===== config.mk =====
export PLATFORM = sky130hd
export DESIGN_NAME = shift_deserializer
export DESIGN_NICKNAME = d
export VERILOG_FILES = /design/src/rtl/shift_deserializer.sv
export SDC_FILE = /design/constraint.sdc
export NUM_CORES = 1
export LEC_CHECK = 0
export CAP_MARGIN = 40
export CORE_UTILIZATION = 39
export CTS_CLUSTER_DIAMETER = 80
export DETAILED_ROUTE_END_ITERATION = 16
export PLACE_DENSITY_LB_ADDON = 0.12
export SETUP_SLACK_MARGIN = 0.3
export SYNTH_ARGS = -nofsm -noshare
export SYNTH_HDL_FRONTEND = slang
export SYNTH_SLANG_ARGS = --single-unit

===== constraint.sdc =====
create_clock -name clk -period 2.1 [get_ports clk]
set_input_delay 0.42 -clock clk [delete_from_list [all_inputs] [get_ports clk]]
set_output_delay 0.42 -clock clk [all_outputs]
set_load 0.03 [all_outputs]

===== src/rtl/shift_deserializer.sv =====
// Rebuilds FROM-bit frames from TO-bit words, MSB word first, framed by sof_i.
// Ports: clk, reset (async high), data_i/valid_i/sof_i in; data_o, valid_o, sync_o, err_o out;
// optional (DESER_ERRCNT_EN): err_clr_i in, err_cnt_o out.
module shift_deserializer #(
  parameter int FROM     = 32,
  parameter int LOG2FROM = 5,
  parameter int TO       = 4
) (
  input  logic            clk,
  input  logic            reset,
  input  logic [TO-1:0]   data_i,
  input  logic            valid_i,
  input  logic            sof_i,
  output logic [FROM-1:0] data_o,
  output logic            valid_o,
  output logic            sync_o,
  output logic            err_o
`ifdef DESER_ERRCNT_EN
  ,
  input  logic            err_clr_i,
  output logic [7:0]      err_cnt_o
`endif
);

  localparam int N  = FROM / TO;
  localparam int CW = LOG2FROM + 1;
  localparam logic [CW-1:0] LAST = CW'(N - 1);

  typedef enum logic [1:0] {
    HUNT,
    COLLECT,
    WAIT_SOF
  } state_t;

  state_t          state_q, state_d;
  logic [CW-1:0]   cnt_q, cnt_d;
  logic [FROM-1:0] sh_q, sh_d;
  logic [FROM-1:0] data_d;
  logic            valid_d;
  logic            err_d;
  logic [FROM-1:0] shifted;
  logic [FROM-1:0] first;

  assign shifted = {sh_q[FROM-TO-1:0], data_i};
  assign first   = FROM'(data_i);
  assign sync_o  = (state_q != HUNT);

  always_ff @(posedge clk or posedge reset) begin
    if (reset) begin
      state_q <= HUNT;
      cnt_q   <= '0;
      sh_q    <= '0;
      data_o  <= '0;
      valid_o <= 1'b0;
      err_o   <= 1'b0;
    end else begin
      state_q <= state_d;
      cnt_q   <= cnt_d;
      sh_q    <= sh_d;
      data_o  <= data_d;
      valid_o <= valid_d;
      err_o   <= err_d;
    end
  end

  always_comb begin
    state_d = state_q;
    cnt_d   = cnt_q;
    sh_d    = sh_q;
    data_d  = data_o;
    valid_d = 1'b0;
    err_d   = 1'b0;
    if (valid_i) begin
      unique case (state_q)
        HUNT: begin
          if (sof_i) begin
            sh_d    = first;
            cnt_d   = CW'(1);
            state_d = COLLECT;
          end
        end
        COLLECT: begin
          if (sof_i) begin
            // Early SOF: drop partial frame, restart on this word.
            err_d = 1'b1;
            sh_d  = first;
            cnt_d = CW'(1);
          end else begin
            sh_d = shifted;
            if (cnt_q == LAST) begin
              data_d  = shifted;
              valid_d = 1'b1;
              cnt_d   = '0;
              state_d = WAIT_SOF;
            end else begin
              cnt_d = cnt_q + CW'(1);
            end
          end
        end
        WAIT_SOF: begin
          if (sof_i) begin
            sh_d    = first;
            cnt_d   = CW'(1);
            state_d = COLLECT;
          end else begin
            err_d   = 1'b1;
            state_d = HUNT;
          end
        end
        default: begin
          state_d = HUNT;
          cnt_d   = '0;
        end
      endcase
    end
  end

`ifdef DESER_ERRCNT_EN
  always_ff @(posedge clk or posedge reset) begin
    if (reset) begin
      err_cnt_o <= '0;
    end else if (err_clr_i) begin
      err_cnt_o <= '0;
    end else if (err_o && err_cnt_o != 8'hFF) begin
      err_cnt_o <= err_cnt_o + 8'd1;
    end
  end
`endif

endmodule


==> qor.yml, run 1 <==
post-route-cell-area_um2: 3587
synth_cell_types: 30
die_h_um: 87.96
synth_top_area_frac: 0.6079
dp_slack_ps: 92.36
finalCritPeriodShare: 0.8067
grt_pass1_vias: 1627
fin_tns_setup_ps: 0
power_leakage_nw: 1.929
drc: 0
drtPass1Iterations: 4
cp_slowest_cell: "dfrtp_1"
fin_ws_ps: 406.0
layout.nets: 247
grt_usage: 0.1455
async_reset_ff_frac: 1.000
run_status: "completed"
fin_crit_ps: 1694
critical_path.top_delay_family: "flip-flops"
rows: 30
synthTopCellsByArea: "dfrtp_1, mux2_4, a22o_1"
start_util: 0.4127
numCtsBuffers: 9
area_growth_pct: 24.49
cts_buffer_depth: 2
rsz0062_at_grt: "no"
finalMaxSlewViolations: 0
clkTransAtPathRegs_ps: 80
cts-root-buf: "clkbuf_8"
critical_path_arrival_ps: 1920
synth_edf_count: 0
clkSinkCount: 70
syn_nets: 199
final_hold_viol_count: 0
ys.flop_type: "dfrtp_1"
port_buffers: 42
ioPinCount: 43
htreeDepth: 3
grt_pass1_wl_mm: 8.280
skew_ps: 11.09
path_cells: "ha_1 -> nand3_2 -> nand2b_4 -> buf_12 -> mux2_2"
final_common_cell: "dfrtp_1"
path_class: "reg -> reg"
antenna_found_initial: 0
power_density_nw_per_um2: 1143
fmax_ghz: 0.5903
worst_ir_drop_vdd_mv: 0.5648
placed_area_um2: 3405
die_w_um: 87.96
seqCellArea_um2: 1753
maxSlewHeadroom: 0.7262
num_antenna_cells: 0
viasPerCell: 4.897
cts_tree: "built"
grt_max_degree: 71
synth_seq_cells: 70
synth_warnings: 0
multi_input_area_um2: 992.2
place.detailed.hpwl_mm: 3.047
setup_viol: 0
final_cell_mix: "dfrtp_1, dlygate4sd2_1, mux2_4"
wl_mm: 4.949
synth_top_cell_by_area: "dfrtp_1"
min_path_type: "reg -> reg"
path_max_fanout: 34
gr-total-overflow: 0
avgRoutedWirePerCell_um: 14.60
core_area_um2: 6982
synthesis.instances: 190
path_buf_inv: 1
cp.required_ps: 2330
avgSynthCellArea_um2: 15.17
worst_pin_slew_ps: 406.4
hold_buffers: 0
clk-insertion-delay-late_ps: 340
final.fill_count: 627
synth_area_um2: 2882
dieArea_um2: 7736
dr_total_vias: 1660
slowest_delay_ps: 420
cap_viol_max_count: 0
critPathLaunchType: "flip-flop"
gp_congestion: 0.7708
post_cts_buffers: 0
drtAntennaViolNets: 0
initialDrtViolationCount: 106
end_kind: "flip-flop"
drive_above_1_share: 0.2757
ys_seq_area_frac: 0.6079
-- worst reg2reg max path, stage by stage, from the launching register on --
cell,delay (ps)
dfrtp_1,420
ha_1,260
nand3_2,130
nand2b_4,150
buf_12,230
mux2_2,400
-- where the power goes --
group          leakage, nW  switching [mW]  internal (mW)
Combinational        0.881           0.599          0.496
Sequential           0.942           0.200           1.62
Clock                0.106           0.517          0.672
Total                 1.93            1.32           2.78
-- what timing repair did --
| item | CTS | global route |
|---|---|---|
| endpoints found under the setup margin | 33 | 3 |
| hold endpoints to repair | 0 | 0 |
| resized for setup | 34 | 4 |
-- cell usage after synthesis, types with 2 or more instances --
master / count
a211oi_1: 2
o22ai_1: 2
mux2_2: 8
nor2_1: 5
o21ai_0: 3
dfrtp_1: 70
inv_1: 7
nand3_1: 2
nor3_1: 2
a22o_1: 25
nand2_1: 2
buf_12: 3
a21oi_1: 8
mux2_4: 28
buf_2: 8
-- final cells by class --
cell class                 instances  area share
sequential                        70      0.4887
multi-input combinational        101      0.2766
timing repair buffer              49      0.1311
clock buffer                       9     0.03453
tap                               96     0.03348
clock inverter                     7     0.02721
inverter                           7    0.008371
-- flip-flops by register name, indices dropped and copies added (netlist names) --
signal / count
state_q: 2
cnt_q: 6
data_o: 32
valid_o: 1
err_o: 1
sh_q: 28
-- logic make-up (layout without fill, tap and decap cells) --
family / Yosys count / count (layout) / share of synthesized area
adders and majority gates: 1 / 1 / 0.004341
buffers and inverters: 19 / 72 / 0.04777
muxes: 36 / 36 / 0.1772
xor gates and xnor gates: 1 / 1 / 0.003040
DFF: 70 / 70 / 0.6079
and+or+nand+nor: 19 / 19 / 0.04299
AOI/OAI and AO/OA: 44 / 44 / 0.1168
-- per-stage QoR --
stage / hold WS, ps / std cells / power (mW) / utilization
6_report: 508.3 / 339 / 4.100 / 0.5138
5_1_grt: 519.9 / 339 / 4.335 / 0.5138
3_3_place_gp: 485.7 / 323 / 3.044 / 0.4876
4_1_cts: 513.4 / 339 / 4.165 / 0.5136
3_5_place_dp: 491.4 / 323 / 3.048 / 0.4876
2_1_floorplan: 466.0 / 190 / 2.603 / -
-- path summary, 6_finish.rpt --
kind / startpoint / end / slack, ps / depth (start not counted)
max: cnt_q[0] / data_o[9] / 410 / 5
min: data_o[21] / data_o[21] / 510 / 1
max reg2reg: cnt_q[0] / data_o[9] / 410 / 5
min reg2reg: data_o[21] / data_o[21] / 510 / 1
max in group asynchronous: reset / state_q[1] / 1270 / 3
min in group asynchronous: reset / data_o[25] / 530 / 3
-- per-layer routing --
metal,global-route usage,vias up,wire length (µm)
met2,0.1973,45,2115
met3,0.06409,5,253
li1,-,792,-
met1,0.2067,818,2537
met5,0,-,0
met4,0.04918,0,42
(Power assumes the default switching activity.)
==> run 2, diff against run 1 <==
clock period = 1.61 ns   (was 2.1 ns; I/O delays follow)
==> run 2 against run 1 <==
Compared with the run above:
- register-to-register slack got worse by 300 ps
- maximum frequency rose by 13%
- via count is 11% higher
- sequential power is 31% higher
- clock power hardly changed
- worst setup slack worse by 300 ps
- cell area up 6.9%
- global-route usage up 2.0 points
- cell count grew 7.7%
- critical path depth unchanged
==> qor.yml, run 2 (synthesized netlist as in run 1, its figures left out) <==
run_status: "completed"
path_class: "reg -> reg"
drive_above_1_share: 0.5056
critical_path_arrival_ps: 1720
initialDrtViolationCount: 93
largest_reg_flops: 32
clkSinkCount: 70
grt_pass1_vias: 1867
area_growth_pct: 33.13
end_kind: "flip-flop"
grt_usage: 0.1657
power_density_nw_per_um2: 1418
worst_ir_drop_vdd_mv: 0.8061
startpoint: "cnt_q[1]"
cts_buffer_depth: 2
placed_area_um2: 3513
antenna_found_initial: 0
place.detailed.hpwl_mm: 3.252
p_comb_frac: 0.349
rows: 30
final_hold_viol_count: 0
post-route-cell-area_um2: 3836
ioPinCount: 43
fmax_ghz: 0.6642
finalCritPeriodShare: 0.9351
viasPerCell: 5.049
p_sw_frac: 0.3338
dr_total_vias: 1843
setup_viol: 0
critPathLaunchType: "flip-flop"
place_inst: 333
die_h_um: 87.96
grt_max_degree: 71
gp_congestion: 0.7839
final_common_cell: "dfrtp_1"
num_antenna_cells: 0
maxSlewHeadroom: 0.7444
port_buffers: 42
cts_tree: "built"
ff2ff_setup_slack_ps: 100
power_leakage_nw: 2.025
hold_depth: 3
regMostFlops: "data_o"
core_area_um2: 6982
worst_pin_slew_ps: 379.4
cell_internal_pwr_mw: 3.623
dp_slack_ps: -205.3
netSwitchingPower_mw: 1.816
hold_start: "valid_i"
grt_pass1_wl_mm: 9.432
dieArea_um2: 7736
gr-total-overflow: 0
min_path_type: "in -> reg"
path_max_fanout: 11
final_cell_mix: "dfrtp_1, buf_2, mux2_4"
hold_buffers: 0
cap_viol_max_count: 0
seqPwrFrac: 0.438
clkTransAtPathRegs_ps: 70
cts-root-buf: "clkbuf_8"
power.share.clock: 0.213
htreeDepth: 3
r2r-start: "cnt_q[1]"
fin_crit_ps: 1506
wl_mm: 5.767
drtAntennaViolNets: 0
cp.required_ps: 1830
drc: 0
skew_ps: 9.979
die_w_um: 87.96
path_cells: "ha_4 -> nand3_2 -> nand2b_4 -> buf_12 -> mux2_2"
fin_tns_setup_ps: 0
drtPass1Iterations: 4
layout.nets: 275
numCtsBuffers: 9
slowest_delay_ps: 420
final_cells: 365
fin_ws_ps: 104.4
finalMaxSlewViolations: 0
reg2reg_depth: 5
avgRoutedWirePerCell_um: 15.80
start_util: 0.4127
rsz0062_at_grt: "yes"
clk-insertion-delay-late_ps: 330
cp_slowest_cell: "dfrtp_1"
reg_top3: "data_o (32), sh_q (28), cnt_q (6)"
## run 2: layer usage
metal  GRT usage  vias to the layer above  share of wire
met4     0.04024                        0         0.0036
li1            -                      846              -
met3     0.05561                        3          0.045
met5           0                        -              0
met2      0.2523                       46           0.47
met1      0.2292                      948           0.48
## run 2: power groups by stage
stage	clock network, mW	logic, mW	registers [mW]
floorplan	0	0.730	2.70
global placement	0	1.66	2.41
detailed placement	0	1.67	2.40
CTS	1.19	1.77	2.38
global route	1.26	2.03	2.43
finish	1.16	1.90	2.38
## run 2: cell type report
type,count,area [µm²]
Clock inverter,4,26.28
Sequential cell,70,1753
Tap cell,96,120.1
Multi-Input combinational cell,101,1055
Timing Repair Buffer,77,719.4
Inverter,7,35.03
Clock buffer,10,127.6
Fill cell,601,3146
## run 2: timing repair
item                                    in CTS  in global routing
cloned                                       4                  1
endpoints found under the setup margin      99                 70
gates resized for setup                    183                 17
setup buffers                                6                  7
pin swaps                                    2                  5
## run 2: path summary, 6_finish.rpt
kind / end
setup / recovery: data_o[10]
min in group asynchronous: cnt_q[1]
hold reg to reg: sh_q[24]
setup reg to reg: data_o[10]
hold / removal: state_q[0]
max in group asynchronous: state_q[0]
## run 2: per-stage QoR
step	power, mW	utilization	hold WS [ps]
after global routing	5.726	0.5495	414.8
after detailed placement	4.071	0.5032	488.9
after floorplan	3.426	-	466.0
after CTS	5.344	0.5357	438.1
final	5.439	0.5495	394.5
after global placement	4.065	0.5032	485.5
## run 2: critical path, delay by kind of cell, from the launching register on
family | cells | cell delay, ps
buffers and inverters | 1 | 170
muxes | 1 | 330
DFF | 1 | 420
and+or+nand+nor | 2 | 270
adders and majority gates | 1 | 190
